$ cat src/rtl/seven_by_three_divider_if.sv
// Handshake and operand/result bundle for the sequential 7-by-3 restoring divider.
// The requester uses the master modport and the divider uses the slave modport.
interface seven_by_three_divider_if #(
  parameter int DW = 7,
  parameter int VW = 3
);
  logic          start;
  logic [DW-1:0] dividend;
  logic [VW-1:0] divisor;
  logic          busy;
  logic          done;
  logic [DW-1:0] quotient;
  logic [VW-1:0] remainder;
  logic          div_zero;

  modport master (
    output start, dividend, divisor,
    input  busy, done, quotient, remainder, div_zero
  );

  modport slave (
    input  start, dividend, divisor,
    output busy, done, quotient, remainder, div_zero
  );
endinterface

$ cat src/rtl/seven_by_three_divider.sv
// Sequential restoring divider: DW-bit dividend / VW-bit divisor, one quotient bit per clock,
// MSB first, with a start/busy/done handshake and all outputs registered.
module seven_by_three_divider #(
  parameter int DW = 7,
  parameter int VW = 3
) (
  input  logic                    clk,
  input  logic                    rst,
  seven_by_three_divider_if.slave bus
);

  localparam int CW = (DW > 1) ? $clog2(DW) : 1;

  typedef enum logic [1:0] {
    IDLE,
    CALC,
    DONE
  } state_e;

  state_e        state_q;
  // dvd_q shifts dividend bits out at the top while quotient bits enter at the bottom.
  logic [DW-1:0] dvd_q;
  logic [VW-1:0] dvs_q;
  logic [VW:0]   rem_q;
  logic [CW-1:0] cnt_q;
  logic          busy_q;
  logic          done_q;
  logic          div_zero_q;
  logic [DW-1:0] quotient_q;
  logic [VW-1:0] remainder_q;

  logic [VW:0]   shift_d;
  logic          qbit_d;
  logic [VW:0]   rem_d;
  logic [DW-1:0] dvd_d;

  // One restoring step; rem_q is always below the divisor, so its top bit is always zero.
  always_comb begin
    shift_d = {rem_q[VW-1:0], dvd_q[DW-1]};
    qbit_d  = (shift_d >= {1'b0, dvs_q});
    rem_d   = qbit_d ? (shift_d - {1'b0, dvs_q}) : shift_d;
    dvd_d   = {dvd_q[DW-2:0], qbit_d};
  end

  // NOTE: sequential state uses non-blocking assignments so every register samples pre-edge values.
  always_ff @(posedge clk) begin
    if (rst) begin
      state_q     <= IDLE;
      dvd_q       <= '0;
      dvs_q       <= '0;
      rem_q       <= '0;
      cnt_q       <= '0;
      busy_q      <= 1'b0;
      done_q      <= 1'b0;
      div_zero_q  <= 1'b0;
      quotient_q  <= '0;
      remainder_q <= '0;
    end else begin
      case (state_q)
        IDLE: begin
          done_q <= 1'b0;
          if (bus.start) begin
            busy_q <= 1'b1;
            if (bus.divisor == '0) begin
              quotient_q  <= '1;
              remainder_q <= '0;
              div_zero_q  <= 1'b1;
              state_q     <= DONE;
            end else begin
              dvd_q   <= bus.dividend;
              dvs_q   <= bus.divisor;
              rem_q   <= '0;
              cnt_q   <= '0;
              state_q <= CALC;
            end
          end
        end

        CALC: begin
          dvd_q <= dvd_d;
          rem_q <= rem_d;
          cnt_q <= cnt_q + 1'b1;
          if (cnt_q == CW'(DW - 1)) begin
            quotient_q  <= dvd_d;
            remainder_q <= rem_d[VW-1:0];
            div_zero_q  <= 1'b0;
            done_q      <= 1'b1;
            state_q     <= DONE;
          end
        end

        DONE: begin
          // A divide-by-zero arrives here with done low and raises it one edge later.
          if (done_q) begin
            done_q  <= 1'b0;
            busy_q  <= 1'b0;
            state_q <= IDLE;
          end else begin
            done_q <= 1'b1;
          end
        end

        default: state_q <= IDLE;
      endcase
    end
  end

  assign bus.busy      = busy_q;
  assign bus.done      = done_q;
  assign bus.quotient  = quotient_q;
  assign bus.remainder = remainder_q;
  assign bus.div_zero  = div_zero_q;

endmodule

$ cat src/flat_wrapper.sv
// flat-port wrapper written by rule: the top's interface ports become plain ports
module seven_by_three_divider_flat 
#(
  parameter int DW = 7,
  parameter int VW = 3
)
  (clk, rst, bus_start, bus_dividend, bus_divisor, bus_busy, bus_done, bus_quotient, bus_remainder, bus_div_zero);
  seven_by_three_divider_if #(.DW(DW), .VW(VW)) bus_i ();
  input  logic clk;
  input  logic rst;
  input wire logic [$bits(bus_i.start)-1:0] bus_start;
  input wire logic [$bits(bus_i.dividend)-1:0] bus_dividend;
  input wire logic [$bits(bus_i.divisor)-1:0] bus_divisor;
  output wire logic [$bits(bus_i.busy)-1:0] bus_busy;
  output wire logic [$bits(bus_i.done)-1:0] bus_done;
  output wire logic [$bits(bus_i.quotient)-1:0] bus_quotient;
  output wire logic [$bits(bus_i.remainder)-1:0] bus_remainder;
  output wire logic [$bits(bus_i.div_zero)-1:0] bus_div_zero;
  assign bus_i.start = bus_start;
  assign bus_i.dividend = bus_dividend;
  assign bus_i.divisor = bus_divisor;
  assign bus_busy = bus_i.busy;
  assign bus_done = bus_i.done;
  assign bus_quotient = bus_i.quotient;
  assign bus_remainder = bus_i.remainder;
  assign bus_div_zero = bus_i.div_zero;
  seven_by_three_divider #(.DW(DW), .VW(VW)) u_core (.clk(clk), .rst(rst), .bus(bus_i));
endmodule
$ cat config.mk
export PLATFORM = sky130hd
export DESIGN_NAME = seven_by_three_divider_flat
export DESIGN_NICKNAME = d
export VERILOG_FILES = /design/src/rtl/seven_by_three_divider_if.sv /design/src/rtl/seven_by_three_divider.sv /design/src/flat_wrapper.sv
export SDC_FILE = /design/constraint.sdc
export NUM_CORES = 1
export LEC_CHECK = 0
export CORE_UTILIZATION = 55
export DETAILED_ROUTE_END_ITERATION = 8
export DONT_BUFFER_PORTS = 1
export HOLD_SLACK_MARGIN = 0.05
export PLACE_DENSITY_LB_ADDON = 0.15
export RECOVER_POWER = 50
export REMOVE_ABC_BUFFERS = 1
export SETUP_SLACK_MARGIN = 0.02
export SYNTH_ARGS = -nofsm -noshare
export SYNTH_HDL_FRONTEND = slang
export SYNTH_SLANG_ARGS = --single-unit
export TNS_END_PERCENT = 50
$ cat constraint.sdc
create_clock -name clk -period 4.65 [get_ports clk]
set_clock_uncertainty 0.05 [all_clocks]
set_input_delay 0.93 -clock clk [delete_from_list [all_inputs] [get_ports clk]]
set_output_delay 0.93 -clock clk [all_outputs]
set_load 0.005 [all_outputs]
; After elaboration in Yosys (flattened, before gate mapping)
; Cells that the tools add are included.
[totals]
reg_bits = 31
input_bits = 13
out_inout_bits = 13
wordCells = 66
[op_classes]
add_sub_neg = 2
magnitude_cmp = 1
eq_ne = 8
n_mux = 33
bitwise_logic = 1
reduce_logical = 11
[ops]
columns = op, n
row1 = $mux 7, 5
row2 = $pmux 7 s2, 2
row3 = $mux 3, 8
row4 = $pmux 3 s2, 3
row5 = $reduce_and 3->1, 4
row6 = $mux 2, 4
row7 = $mux 1, 7
row8 = $ne 2x1->1 const B, 3
row9 = $pmux 2 s3, 1
row10 = $ge 4x3->1, 1
row11 = $ne 2x2->1 const B, 2
row12 = $pmux 1 s2, 2
row13 = $reduce_and 4->1, 1
row14 = $reduce_bool 2->1, 2
row15 = $add 3x1->3 const B, 1
row16 = $eq 3x3->1 const B, 1
row17 = $logic_not 3->1, 1
row18 = $pmux 1 s3, 1
row19 = $reduce_bool 3->1, 1
row20 = $sub 3x3->3, 1
row21 = $eq 2x1->1 const B, 1
row22 = $eq 2x2->1 const B, 1
row23 = $logic_not 2->1, 1
row24 = $reduce_and 2->1, 1
row25 = $not 1->1, 1

; Depth between registers and ports, before layout
; Gate-level depths: netlist of the first run.
[logic_depth]
word_depth = 4
ltp_mapped = 8
depth_no_buf = 7

; Worst setup path after synthesis of the first run
; No wires, ideal clock.
[synth_timing]
path_type = input -> register
startpoint = input port bus_divisor[0]
endpoint = register u_core.quotient_q[5], in the netlist u_core.bus.quotient[5]
setup_time_ns = 0.070
arrival_time_ns = 2.029
t_required_ns = 4.530
path_slack_ns = 2.500
stages = 5
path_buffers = 1
path_cell_list = or3_4 a211oi_4 buf_6 o21ai_1 a21oi_1
[synth_between]
elab_chain_cells = 3
[synth_rtl]
columns = item, line
row1 = from (decl), flat_wrapper.sv:13  ; input wire logic [$bits(bus_i.divisor)-1:0] bus_divisor;
row2 = $logic_not 3->1, seven_by_three_divider.sv:64  ; if (bus.divisor == '0) begin
row3 = $ne 2x1->1 (no line), --
row4 = $reduce_and 4->1 (no line), --
row5 = to (signal assigned), seven_by_three_divider.sv:84  ; quotient_q <= dvd_d;
row6 = to (decl), seven_by_three_divider.sv:29  ; logic [DW-1:0] quotient_q;
; No other way between the ends.
; A chain may end at the register's enable or synchronous reset.

; Worst setup path after layout of the first run
[layout_timing]
startpoint = input port bus_divisor[0]
endpoint = register u_core.dvd_q[0]
[layout_between]
elab_chain_cells = 3
[layout_rtl]
columns = item, line
row1 = $logic_not 3->1, seven_by_three_divider.sv:64
row2 = $ne 2x2->1 (no line), --
row3 = $reduce_and 3->1 (no line), --
row4 = to (signal assigned), seven_by_three_divider.sv:70  ; dvd_q <= bus.dividend;
row5 = to (signal assigned), seven_by_three_divider.sv:80  ; dvd_q <= dvd_d;
row6 = to (decl), seven_by_three_divider.sv:22  ; logic [DW-1:0] dvd_q;
; No other way between the ends.

==> impl_summary.md, run 1 <==
Critical path
The critical path contains buffers and inverters numbering 0 combined. The most critical setup path has its startpoint at bus_divisor[0]. The critical path startpoint category is an input pin. The critical path required time is 4.86 ns.

The endpoint of the most critical setup path is u_core.dvd_q[0]$_SDFFE_PP0P_. The signal on the critical path passes through o311ai_0, nand2_1, o31ai_1. The start of the worst register-to-register path is u_core.state_q[1]$_SDFFE_PP0P_.

The slack of the worst reg-to-reg path is 2.03 ns. In this run the worst path has a maximum fanout of 17. The worst setup path is of the input pin to flop kind. The path depth of the worst reg2reg path is 6. The cell with the largest stage delay on the worst path is o311ai_0. The endpoint of the worst register-to-register path is u_core.bus.remainder[2]$_SDFFE_PP0P_. Data arrives at the worst endpoint at 3.07 ns. The family with the most delay on the worst path is compound AO/OA/AOI/OAI gates. The logic depth of the worst setup path including buffers is 3. The largest single stage delay on the critical path is 1.07 ns. The kind of end point of the critical path is a flop.

Power and ir drop
The net switching power of the design is 0.348 mW. The relative contribution of combinational cells to total power is 36.5%. The worst-case IR drop observed on VDD is 0.000483 V.

In this run the static leakage power is 0.579 nW. After layout, the design draws a total of 0.918 mW. The switching part of the total power is 37.9%.

The part of the power in the clock network is 24.6%. The internal power component is 0.571 mW. The part of the power in registers is 38.9%. The power density over the cells is 568 nW/um^2.

Finish
The layout has 235 filler cells. The antenna cell count is 0. Leaving out fill and tap cells, the most frequent cells in the layout are dfxtp_1 (31), nand2b_1 (14), nor2_1 (13), a21oi_1 (13), inv_1 (11). The fraction of layout cells with a size suffix above 1 is 5.88%. The layout overhead on the synthesized area is 4.61%. The library cell used most frequently in the layout, excluding fill and tap cells, is dfxtp_1. The number of nets in the layout is 192.

Synthesis
After synthesis the cells add up to 1550 um^2. For this run, the leading register cell type out of synthesis is dfxtp_1. The mean post-synth cell area is 9.04 um^2. The number of unique standard cell types used by synthesis is 36. Counting every instance in the synthesized netlist gives 171. The area fraction of the dominant cell type after synthesis is 40.1%. The largest area contributor in the synthesized netlist is dfxtp_1. For this run, the number of Yosys warnings is 0. In this run, synthesis produced a sequential element count of 31. The number of enable-type register cells in the synthesized netlist is 0. Sequential elements use 40.1% of the synthesized area. Yosys attributes the largest share of cell area to dfxtp_1 (40%), ha_1 (7.3%), nand2b_1 (5.7%).

Counting flops with an async set or reset pin after synthesis yields a share of 0%.

Routing
For this block, the initial DRC count from the detailed router was 26. After detailed routing, the average wire length per cell comes to 15.9 um. The met3 wire length is 300 um. The number of nets with antenna violations after routing is 0. The via-per-instance ratio is 6.27. The iteration count of the initial detailed-routing pass is 4. Across all layers, the routed design uses 1,253 vias. Routed signal wires occupy layers up through met4.

The number of remaining DRC errors is 0. The detailed router put a total of 1.32 mm of wire on met1. Summed over all nets, wire length on met2 after detailed routing comes to 1.50 mm. The routed design has 3.18 mm of wire.

Timing
The count of final setup violators is 0. The count of endpoints failing hold in the final timing report is 0. The minimum clock period is 2.86 ns. In this run the tightest slew margin relative to its limit is 11.9%. In the finished design, the share of the clock period the worst path needs comes to 61.6%. The number of pins exceeding their max-slew limit in the final report is 0. Setup repair after global routing left no endpoint under its margin. The achievable frequency is 349 MHz. After routing, the total negative slack on setup checks comes to 0 ns. At the pin with the least slew margin, the transition time is 1.31 ns.

Clocking
The post-CTS setup buffer count is 0. The clock slew at the register clock pins of the worst setup and hold paths is 0.10 ns. The buffer depth of the longest clock path is 2. The clock sink total is 31.

The number of levels in the clock H-tree is 2. The clock latency on the worst-skew pair is 0.34 ns. Buffers inserted to repair hold after CTS numbered 0. TritonCTS built the clock tree.

The number of clock buffers added by TritonCTS is 5. In this run, post-CTS repair resized a total of 0 instances. The cell chosen for the clock root is clkbuf_4.

Run
The count of max-cap constraint violations is 0.

Place
In this run the tool buffered the top-level ports with 0 buffer cells. After legalization and detailed placement, the total HPWL measured 2.14 mm. Routability-driven placement finished with a final weighted congestion of 0.768.

GRT
The wire length of the first global-routing pass is 4.95 mm. The number of global-route vias before repair is 1,123. The number of antenna violations at the first check in global routing was 0. The overall global routing resource usage is 23.9%. The maximum number of pins on one net before global-route repair is 34. The total congestion overflow after global routing is 0.

Status
The run finished with clean final reports.

Die
The starting density of the core is 60.2%. The floorplan step set the die height to 55.0 um. The die span in x is 55.0 um. In this run the standard cell core region covers 2570 um^2. In this run the count of I/O pins placed on the die edge is 26.

The full die area is 3030 um^2. The initialized floorplan defines 18 standard-cell rows.

Hold path
The tightest min-delay check is of the flop to flop type.
## worst min-delay path, cell delays in order, from the launching register on
cell and delay (ns):
dfxtp_1 0.33, nand2_1 0.05, a21oi_1 0.05
## power by group through the flow
stage | Clock, mW | Sequential [mW] | Combinational, mW
global placement | 0 | 0.361 | 0.324
CTS | 0.229 | 0.358 | 0.337
floorplan | 0 | 0.353 | 0.273
detailed placement | 0 | 0.364 | 0.334
global route | 0.240 | 0.366 | 0.376
finish | 0.226 | 0.357 | 0.335
## flip-flops by register name, summed over array words and instances (netlist names)
name / count
u_core.cnt_q: 3
u_core.dvs_q: 3
u_core.bus.done: 1
u_core.state_q: 2
u_core.bus.div_zero: 1
u_core.bus.remainder: 3
u_core.rem_q: 3
u_core.dvd_q: 7
u_core.bus.quotient: 7
u_core.bus.busy: 1
## final cells by class
class	instances	area, um^2	area share [%]
Multi-Input combinational cell	120	832	51.4
Sequential cell	31	621	38.4
Clock buffer	6	51.3	3.17
Inverter	11	41.3	2.55
Tap cell	30	37.5	2.32
Clock inverter	2	35.0	2.17
## synth_stat cells, types with 3 or more instances
cell type / count
a211oi_1: 9
a21oi_1: 13
a311oi_1: 4
a31oi_1: 3
buf_2: 3
clkbuf_1: 5
dfxtp_1: 31
ha_1: 9
inv_1: 11
mux2i_1: 7
nand2_1: 7
nand2b_1: 14
nand3_1: 5
nor2_1: 13
o21ai_1: 5
o22ai_1: 6
## logic make-up (layout without fill, tap and decap cells)
| logic type | count (synthesis) | count (layout) | share of synthesized area (%) |
|---|---|---|---|
| muxes | 7 | 7 | 4.53 |
| AOI/OAI and AO/OA | 53 | 53 | 23.9 |
| adders and majority gates | 10 | 10 | 8.58 |
| xor gates and xnor gates | 2 | 2 | 1.13 |
| buffers and inverters | 20 | 19 | 5.58 |
| and+or+nand+nor | 48 | 48 | 16.1 |
| DFF | 31 | 31 | 40.1 |
## layer usage
layer  track usage, %  vias up
li1                 -      609
met1             28.1      590
met2             38.4       47
met3             10.7        7
met4             8.75        0
met5                0        -
## worst min-delay path by stage
stage / from / endpoint / cells after the start
global route: u_core.dvs_q[2]$_SDFFE_PP0P_ / u_core.dvs_q[2]$_SDFFE_PP0P_ / 2
detailed placement: u_core.dvs_q[2]$_SDFFE_PP0P_ / u_core.dvs_q[2]$_SDFFE_PP0P_ / 2
floorplan: u_core.dvs_q[2]$_SDFFE_PP0P_ / u_core.dvs_q[2]$_SDFFE_PP0P_ / 2
global placement: u_core.dvs_q[2]$_SDFFE_PP0P_ / u_core.dvs_q[2]$_SDFFE_PP0P_ / 2
CTS: u_core.dvs_q[2]$_SDFFE_PP0P_ / u_core.dvs_q[2]$_SDFFE_PP0P_ / 2
finish: u_core.dvs_q[0]$_SDFFE_PP0P_ / u_core.dvs_q[0]$_SDFFE_PP0P_ / 2
## stage by stage
| step | util, % | hold WS, ns | setup WS (ns) | cells | cell area [um^2] |
|---|---|---|---|---|---|
| final | 63.0 | 0.410 | 1.79 | 200 | 1620 |
| after global routing | 63.0 | 0.443 | 1.58 | 200 | 1620 |
| after CTS | 63.3 | 0.416 | 2.06 | 200 | 1630 |
| after detailed placement | 59.9 | 0.398 | 2.05 | 192 | 1540 |
| after global placement | 59.9 | 0.394 | 2.26 | 192 | 1540 |
| after floorplan | - | 0.380 | 2.42 | 162 | 1500 |
(Power assumes the default switching activity.)
==> run 2, diff against run 1 <==
==> constraint.sdc (replaced) <==
create_clock -name clk -period 2.75 [get_ports clk]
set_clock_uncertainty 0.05 [all_clocks]
set_input_delay 0.55 -clock clk [delete_from_list [all_inputs] [get_ports clk]]
set_output_delay 0.55 -clock clk [all_outputs]
set_load 0.005 [all_outputs]
==> run 2 against run 1 <==
Via count is 2.2% lower; first-iteration DRC count rose by 3.8%; critical path depth is 3 higher; critical path type is now flop to flop.
==> impl_summary.md, run 2 (synthesized netlist as in run 1, its figures left out) <==
Place
The routability congestion estimate from global placement is 0.787 (+2.5%). The setup slack at placement is 0.565 ns (-1.49 ns). The count of buffers inserted at the top-level ports is 0 (unchanged). The final HPWL from detailed placement is 2.04 mm (-4.5%).

Clocking
The post-CTS setup buffer count was 0 (unchanged). The CTS buffer count is 5 (unchanged). The count of instances resized after the clock tree is built came to 0 (unchanged). The number of levels in the clock H-tree is 2 (unchanged). The clock sink total is 31 (unchanged).

The buffer depth of the longest clock path is 2 (unchanged). The total of hold buffers inserted after clock tree synthesis came to 0 (unchanged). The clock slew at the register clock pins of the worst setup and hold paths came to 0.10 ns (about the same). The cell chosen for the clock root is clkbuf_4.

TritonCTS built the clock tree. The clock latency on the worst-skew pair came to 0.34 ns (about the same).

Timing
The count of endpoints failing hold in the final timing report was 0 (unchanged). The actual transition at the worst max-transition pin came to 0.787 ns (-0.519 ns). The minimum clock period is 2.24 ns. The share of the clock period used by the worst path is 81.4%. For this run, the top clock speed supported by timing is 447 MHz.

Setup repair after global routing left no endpoint under its margin. The post-route setup TNS is 0 ns (unchanged). The relative slew slack was 47.1% (+35 points). The number of pins exceeding their max-slew limit in the final report was 0 (unchanged). The count of final setup violators is 0 (unchanged).

The final worst-path setup slack came to 0.512 ns (-1.27 ns).

GRT
The overall global routing resource usage is 22.4% (-1.6 points). The wire length of the first global-routing pass is 4.71 mm (-4.9%). The number of global-route vias before repair came to 1,166 (+3.8%). The number of antenna violations at the first check in global routing came to 0 (unchanged). The maximum number of pins on one net before global-route repair is 34 (unchanged). The total congestion overflow after global routing is 0 (unchanged).

Critical path
The slack of the worst reg-to-reg path was 0.51 ns (-1.52 ns). The critical path startpoint category is a flop. The category of the critical setup timing path is flop to flop.

The maximum single-stage delay on the critical path is 0.59 ns (-0.48 ns). The critical path required time was 2.97 ns (-1.89 ns). STA classifies the critical path endpoint as a flop. Traced cell by cell, the critical path runs through inv_1, ha_1, nand2b_1, a211oi_4, nand2b_1, o22ai_1.

The cell with the largest stage delay on the worst path is a211oi_4. The endpoint identified for the worst register-to-register timing path is u_core.bus.remainder[2]$_SDFFE_PP0P_. The most prevalent standard cell on the critical path is nand2b_1. The arrival time at the worst endpoint was 2.46 ns (-0.61 ns). The family with the most delay on the worst path is compound AO/OA/AOI/OAI gates. The number of buffers and inverters on the critical path is 1 (+1). The top fanout value on the critical path is 19 (+2). The path depth of the worst reg2reg path is 6 (unchanged). The start of the worst register-to-register path is u_core.state_q[0]$_SDFFE_PP0P_.

Finish
The antenna cell count was 0 (unchanged). The most common cell after layout, fill and taps aside is dfxtp_1. The fraction of layout cells with a size suffix above 1 is 7.02% (+1.1 points). The library cells used most frequently in the layout, excluding fill and tap cells, are dfxtp_1 (31), nand2b_1 (14), nor2_1 (13), a21oi_1 (13), inv_1 (11). The number of nets in the layout came to 193 (+0.52%).

Relative to the synthesized area, the layout overhead comes to 3.40%.

Power and ir drop
The switching part of the total power is 40.7% (+2.8 points). The static leakage is 0.572 nW (-1.2%). The net switching power of the design was 0.586 mW (+69%). The part of the power in registers came to 41.9% (+3.0 points). The internal power component came to 0.855 mW (+50%).

The power density over the cells is 901 nW/um^2 (+59%). The part of the power in the clock network is 17.8% (-6.8 points). The maximum ir drop on the vdd rail is 0.000534 V (+11%).

The relative contribution of combinational cells to total power is 40.4% (+3.9 points).

Routing
The average detailed-routed wire length per instance is 14.9 um (-6.2%). The number of design-rule violations left by the first detailed-router iteration is 27 (+3.8%). The number of vias after detailed routing came to 1,225 (-2.2%).

The number of remaining DRC errors is 0 (unchanged). The via-per-instance ratio is 6.09 (-2.7%). The iteration count of the initial detailed-routing pass is 5 (+1). The number of nets with antenna violations after routing is 0 (unchanged). The routed wire length is 2.99 mm (-5.8%).

Die
The full die area came to 3030 um^2 (unchanged). The die span in x is 55.0 um (unchanged). The row count was 18 (unchanged). The core area is 2570 um^2 (unchanged). The number of top-level design ports is 26 (unchanged).

The die boundary height is 55.0 um (unchanged). The starting density of the core came to 60.2% (unchanged).

Hold path
In this run the worst hold path is classified as input pin to flop. The startpoint of the most critical hold path is rst. The instance count along the most critical hold path is 1 (-1). The hold-critical path endpoint is u_core.bus.quotient[6]$_SDFFE_PP0P_.

Run
The count of max-cap constraint violations was 0 (unchanged).

Status
The run finished with clean final reports.
==> run 2: cell types whose count changed in the layout (fill, tap and decap cells not counted) <==
| cell | delta |
|---|---|
| o311ai_2 | +1 |
| o311ai_0 | -1 |
| bufinv_16 | -1 |
| clkinv_2 | +2 |
| buf_4 | +1 |
| clkbuf_8 | -1 |
==> run 2: worst max-delay path by stage <==
stage                                   startpoint                                   end  slack, ns  cells after the start
finish              u_core.state_q[0]$_SDFFE_PP0P_  u_core.bus.remainder[2]$_SDFFE_PP0P_       0.51                      6
detailed placement  u_core.state_q[0]$_SDFFE_PP0P_  u_core.bus.remainder[1]$_SDFFE_PP0P_       0.56                      6
CTS                 u_core.state_q[0]$_SDFFE_PP0P_  u_core.bus.remainder[2]$_SDFFE_PP0P_       0.53                      6
global placement    u_core.state_q[1]$_SDFFE_PP0P_   u_core.bus.quotient[1]$_SDFFE_PP0P_       0.67                      7
floorplan           u_core.state_q[1]$_SDFFE_PP0P_   u_core.bus.quotient[1]$_SDFFE_PP0P_       0.68                      6
global route        u_core.state_q[0]$_SDFFE_PP0P_  u_core.bus.remainder[0]$_SDFFE_PP0P_       0.35                      6
==> run 2: worst register-to-register path: stages, from the launching register on <==
cell and delay [ns]:
dfxtp_1 0.41, inv_1 0.09, ha_1 0.36, nand2b_1 0.29
a211oi_4 0.59, nand2b_1 0.19, o22ai_1 0.19
==> run 2: layer usage <==
layer / GRT usage (%) / wire length, um / up-vias
met5: 0 / 0 / -
met4: 12.5 / 70 / 0
met3: 7.65 / 206 / 8
met2: 37.1 / 1370 / 35
met1: 24.8 / 1340 / 569
li1: - / - / 613
==> run 2: power groups by stage <==
| stage | Sequential (mW) | Combinational, mW | Clock (mW) |
|---|---|---|---|
| after detailed placement | 0.615 | 0.570 | 0 |
| after floorplan | 0.596 | 0.462 | 0 |
| after global routing | 0.617 | 0.647 | 0.280 |
| final | 0.603 | 0.582 | 0.256 |
| after global placement | 0.609 | 0.552 | 0 |
| after CTS | 0.605 | 0.582 | 0.265 |
==> run 2: metrics by stage <==
step                      hold slack [ns]  instances  total power [mW]  util [%]  cell area (um^2)
final                               0.214        201              1.44      62.3              1600
after detailed placement            0.399        193              1.18      60.2              1550
after global placement              0.395        193              1.16      60.2              1550
after floorplan                     0.380        162              1.06         -              1500
after CTS                           0.196        201              1.45      62.3              1600
after global routing                0.201        201              1.54      62.3              1600
==> run 2: area by class of cell <==
type | count | area [um^2]
clock inverter | 3 | 15.0
fill | 231 | 968
inverter | 11 | 41.3
clock buffer | 5 | 37.5
timing repair buffer | 1 | 7.51
sequential | 31 | 621
multi-input combinational | 120 | 840
tap | 30 | 37.5
==> run 3, diff against run 2 <==
==> constraint.sdc (replaced) <==
create_clock -name clk -period 2.26 [get_ports clk]
set_clock_uncertainty 0.05 [all_clocks]
set_input_delay 0.452 -clock clk [delete_from_list [all_inputs] [get_ports clk]]
set_output_delay 0.452 -clock clk [all_outputs]
set_load 0.005 [all_outputs]
==> run 3 against run 2 <==
Die area stayed put; sequential power increased by 22%; flip-flop and latch count is the same; critical endpoint is now u_core.bus.remainder[1]$_SDFFE_PP0P_; largest power group is now combinational cells.
==> impl_summary.md, run 3 (synthesized netlist as in run 1, its figures left out) <==
Status
The run finished with clean final reports.

Critical path
The arrival time at the worst endpoint is 2.34 ns (-0.12 ns). The slack of the worst reg-to-reg path is 0.13 ns (-0.39 ns). On the critical path, the stage with the largest delay is an instance of fa_1. STA classifies the critical path endpoint as a flop.

The start of the worst register-to-register path is u_core.dvd_q[6]$_SDFFE_PP0P_. The top fanout value on the critical path is 5 (-14). The critical path required time is 2.47 ns (-0.50 ns). The family with the most delay on the worst path is adder cells. The number of buffers and inverters on the critical path came to 1 (unchanged). The category of the critical setup timing path is flop to flop. The path depth of the worst reg2reg path is 7 (+1). STA classifies the critical path startpoint as a flop. The critical path goes through inv_1, ha_1, fa_1, nand2b_1, and3_2, a211o_1, o22ai_1. The endpoint of the worst register-to-register path is u_core.bus.remainder[1]$_SDFFE_PP0P_. The maximum single-stage delay on the critical path is 0.46 ns (-0.13 ns).

Place
The count of buffers inserted at the top-level ports is 0 (unchanged). The final HPWL from detailed placement is 2.26 mm (+11%). The routability congestion estimate from global placement is 0.866 (+10%).

Timing
The count of endpoints failing hold in the final timing report was 0 (unchanged). The relative slew slack is 46.3% (-0.81 points). The minimum clock period is 2.13 ns (-0.104 ns). The achievable frequency was 469 MHz (+4.9%). Setup repair after global routing left no endpoint under its margin.

The post-route setup TNS is 0 ns (unchanged). The count of final setup violators is 0 (unchanged). The actual transition at the worst max-transition pin is 0.794 ns (+0.00673 ns). The share of the clock period used by the worst path is 94.4% (+13 points).

The minimum hold slack was 0.135 ns (-0.0793 ns). The number of pins exceeding their max-slew limit in the final report is 0 (unchanged).

Die
The number of top-level design ports is 26 (unchanged). The row count is 18 (unchanged). The full die area is 3030 um^2 (unchanged). The core area is 2570 um^2 (unchanged). The starting density of the core is 60.2% (unchanged). The die span in x came to 55.0 um (unchanged). The die boundary height is 55.0 um (unchanged).

Hold path
In this run the most critical hold path is launched from rst. The instance count along the most critical hold path is 1 (unchanged). The worst hold path terminates at u_core.bus.done$_SDFFE_PP0P_. In this run the worst hold path is classified as input pin to flop.

Finish
The layout overhead on the synthesized area is 4.69%. The number of nets in the layout is 198 (+2.6%). The antenna cell count is 0 (unchanged).

Leaving out fill and tap cells, the most frequent cell in the layout is dfxtp_1. The fraction of layout cells with a size suffix above 1 is 8.05% (+1.0 points). The library cells used most frequently in the layout, excluding fill and tap cells, are dfxtp_1 (31), nand2b_1 (14), nor2_1 (13), a21oi_1 (13), inv_1 (11).

GRT
The met2 capacity usage during global routing came to 41.0% (+3.8 points). The met1 usage in global routing is 29.1% (+4.3 points). The number of antenna violations at the first check in global routing was 0 (unchanged). The wire length of the first global-routing pass was 5.13 mm (+9.1%). The overall global routing resource usage is 24.5% (+2.1 points). The total congestion overflow after global routing was 0 (unchanged). The maximum number of pins on one net before global-route repair is 34 (unchanged). The most used routing layer in global routing is met2. The global routing usage on met3 was 7.10% (-0.55 points).

The number of global-route vias before repair came to 1,222 (+4.8%).

Routing
The average detailed-routed wire length per instance is 15.8 um (+6.1%). The number of nets with antenna violations after routing is 0 (unchanged). The number of vias after detailed routing was 1,269 (+3.6%).

The routed wire length is 3.22 mm (+7.7%). The iteration count of the initial detailed-routing pass is 4 (-1). The number of design-rule violations left by the first detailed-router iteration is 18 (-33%). The number of remaining DRC errors is 0 (unchanged). The via-per-instance ratio is 6.22 (+2.1%).

Clocking
The clock latency on the worst-skew pair is 0.33 ns (about the same). The number of levels in the clock H-tree was 2 (unchanged). The CTS buffer count is 5 (unchanged).

The clock sink total was 31 (unchanged). The count of instances resized after the clock tree is built is 0 (unchanged). The post-CTS setup buffer count is 0 (unchanged). TritonCTS built the clock tree. The clock slew at the register clock pins of the worst setup and hold paths came to 0.09 ns (about the same). The cell chosen for the clock root is clkbuf_4. The buffer depth of the longest clock path came to 2 (unchanged). The total of hold buffers inserted after clock tree synthesis is 0 (unchanged).

Power and ir drop
The maximum ir drop on the vdd rail came to 0.000655 V (+23%). The power density over the cells is 1100 nW/um^2 (+22%). The static leakage was 0.587 nW (+2.6%).

Run
The count of max-cap constraint violations is 0 (unchanged).
==> run 3: area by class of cell <==
class                      instances  area [um^2]
fill                             233          948
multi-input combinational        120          833
sequential                        31          621
timing repair buffer               6         45.0
clock buffer                       6         41.3
inverter                          11         41.3
tap                               30         37.5
==> run 3: how the worst max path moves through the flow <==
| stage | start | endpoint | slack, ns | depth (start not counted) |
|---|---|---|---|---|
| 2_1_floorplan | u_core.state_q[1]$_SDFFE_PP0P_ | u_core.bus.quotient[1]$_SDFFE_PP0P_ | 0.19 | 6 |
| 3_3_place_gp | u_core.dvd_q[6]$_SDFFE_PP0P_ | u_core.bus.remainder[1]$_SDFFE_PP0P_ | 0.24 | 7 |
| 3_5_place_dp | u_core.dvd_q[6]$_SDFFE_PP0P_ | u_core.bus.remainder[1]$_SDFFE_PP0P_ | 0.16 | 7 |
| 4_1_cts | u_core.dvd_q[6]$_SDFFE_PP0P_ | u_core.bus.remainder[1]$_SDFFE_PP0P_ | 0.13 | 7 |
| 5_1_grt | u_core.dvd_q[6]$_SDFFE_PP0P_ | u_core.bus.remainder[1]$_SDFFE_PP0P_ | 0.02 | 7 |
| 6_report | u_core.dvd_q[6]$_SDFFE_PP0P_ | u_core.bus.remainder[1]$_SDFFE_PP0P_ | 0.13 | 7 |
==> run 3: report_power, final <==
group	internal, mW	switching (mW)	leakage (nW)
Clock	0.110	0.176	0.0242
Combinational	0.309	0.445	0.310
Sequential	0.653	0.0833	0.253
Total	1.07	0.704	0.587
==> run 3: through the flow <==
stage | setup WS (ns) | utilization [%] | area (um^2) | power, mW | std cells
after global routing | 0.0229 | 63.1 | 1620 | 1.91 | 204
after detailed placement | 0.165 | 61.7 | 1580 | 1.50 | 198
after CTS | 0.131 | 63.3 | 1630 | 1.78 | 204
after global placement | 0.244 | 61.7 | 1580 | 1.46 | 198
after floorplan | 0.191 | - | 1500 | 1.29 | 162
final | 0.126 | 63.1 | 1620 | 1.78 | 204
==> run 3: metal layers <==
| layer | wire length (um) | vias up |
|---|---|---|
| met3 | 206 | 11 |
| met1 | 1460 | 592 |
| met4 | 59 | 0 |
| li1 | - | 619 |
| met5 | 0 | - |
| met2 | 1500 | 47 |
==> patch (flow settings as in run 2) <==
Re-encode `state_e` (3 states) as one-hot, 3 bits wide.
--- a/src/rtl/seven_by_three_divider.sv
+++ b/src/rtl/seven_by_three_divider.sv
@@ -12,8 +12,8 @@
   localparam int CW = (DW > 1) ? $clog2(DW) : 1;
 
-  typedef enum logic [1:0] {
-    IDLE,
-    CALC,
-    DONE
+  typedef enum logic [2:0] {
+    IDLE = 3'b001,
+    CALC = 3'b010,
+    DONE = 3'b100
   } state_e;
 
Formal check against the unedited RTL: no difference found for any inputs over 10 cycles, from zero or initial values and one cycle with rst high; not proved beyond that.
==> patch against run 2 <==
- synthesized cell count increased by 7.0%
- cell area is 1.4% higher
- wire length increased by 7.7%
- highest routed layer unchanged
- global-route usage down 0.35 points
- via count grew 4.7%
- sequential cell count grew 1
- critical endpoint is now u_core.bus.remainder[1]
- total power rose by 1.1%
- setup slack improved by 0.11 ns
- critical path depth is 1 higher
- area after synthesis grew 4.2%
- largest cell class unchanged
==> patch: results (changes against run 2) <==
Routing
  • WL met1: 1478 µm (+10%)
  • Final WL: 3222 µm (+7.7%)
  • Vias after detailed routing: 1282 (+4.7%)
  • Met2 WL post-DR: 1505 µm (+9.8%)
  • 1st-pass router iterations: 4 (-1)
  • Routed wl met3: 160 µm (-22%)

Cells and area
  • Share of layout cells above drive strength 1: 0.07865 (+0.008476)
  • Nets@finish: 196 (+1.6%)
  • Fillers: 242 (+4.8%)
  • Clock network area share: 0.04707 (+0.01420)
  • Multi-input logic area: 835.8 µm² (-0.45%)
  • NonClk Buf Share: 0.004630 (-0.00006523)
  • FF/Latch Area: 640.6 µm² (+3.2%)
  • Non-Clock Inverter Count: 6 (-5)
  • Multi-input logic cell count: 131 (+9.2%)
  • Clk_buf instances: 6 (+1)

Global routing
  • First-pass GRT wire length: 5395 µm (+15%)
  • Vias in the first global route: 1215 (+4.2%)
  • Grt met1 use: 0.2723 (+0.02441)
  • GR Layer Usage met2: 0.3554 (-0.01604)
  • GR Util All Layers: 0.2202 (-0.003460)
  • Pin count of the biggest net entering global routing: 37 (+8.8%)

Place
  • Cell Area, Placed: 1559 µm² (+0.81%)
  • Detailed Place HPWL: 2190 µm (+7.4%)
  • Placer Congestion: 0.8847 (+12%)

Setup path
  • Slowest cell on the critical path: fa_1
  • Setup crit end: u_core.bus.remainder[1]
  • CP top delay family: adder cells
  • R2r setup slk: 0.62 ns (+0.11 ns)
  • Crit-path max FO: 3 (-16)
  • Critical path origin: u_core.dvd_q[6]
  • CP peak stage delay: 0.47 ns (-0.12 ns)
  • Crit path arrival time: 2.33 ns (-0.13 ns)

Clock network
  • CTS Buffer Depth: 2 (unchanged)

Min path
  • Hold Crit Endpoint: u_core.bus.quotient[4]

Yosys
  • Area contributors post-synth: dfxtp_1, nor2_1, ha_1
  • Sequential area share after synthesis: 0.3975 (-0.003779)
  • Synth unique cells: 48 (+33%)
  • Fraction of the mapped netlist area in compound gates: 0.1724 (-0.06712)
  • Post-synthesis mux area share: 0.006988 (-0.03832)
  • Synth cell count leaders: dfxtp_1, nor2_1, nor3_1, nand2_1, a21oi_1
  • FF+latch count, synth: 32 (+3.2%)
  • Post-Synth Adder-Cell Area: 0.05124 (-0.03452)
  • Largest family of logic cells by synthesized area: simple AND/OR/NAND/NOR gates

Timing
  • Final hold slack: 0.2171 ns (+0.003000 ns)
  • Least-Margin Pin Slew: 0.6222 ns (-0.1647 ns)

Power and ir drop
  • PwrDens: 898.7 nW/µm² (-0.28%)
  • Switching power: 509.3 µW (-13%)
  • VDD IR-drop max: 0.5514 mV (+3.2%)
  • Leak pwr: 0.0005702 µW (-0.35%)

Floorplanning
  • CORE AREA: 2758 µm² (+7.4%)

Run status
  • Status: finished, final reports clean
-- patch: stage by stage --
step           worst slack (ns)  std cells  power, µW
2_1_floorplan            0.8258        169       1017
3_3_place_gp             0.7099        201       1093
3_5_place_dp             0.6504        201       1115
4_1_cts                  0.6267        209       1468
5_1_grt                  0.4248        209       1549
6_report                 0.6227        209       1457
-- patch: logic make-up (layout without fill, tap and decap cells) --
kind of cell | count (synthesis) | count (layout)
DFF | 32 | 32
xor gates and xnor gates | 2 | 2
and+or+nand+nor | 87 | 87
buffers and inverters | 20 | 15
AOI/OAI and AO/OA | 35 | 35
adders and majority gates | 6 | 6
muxes | 1 | 1
-- patch: power groups by stage --
stage | logic, µW | clock network [µW] | registers, µW
floorplan | 385 | 0 | 632
global placement | 443 | 0 | 650
detailed placement | 461 | 0 | 654
CTS | 466 | 359 | 644
global route | 512 | 378 | 659
finish | 460 | 355 | 642
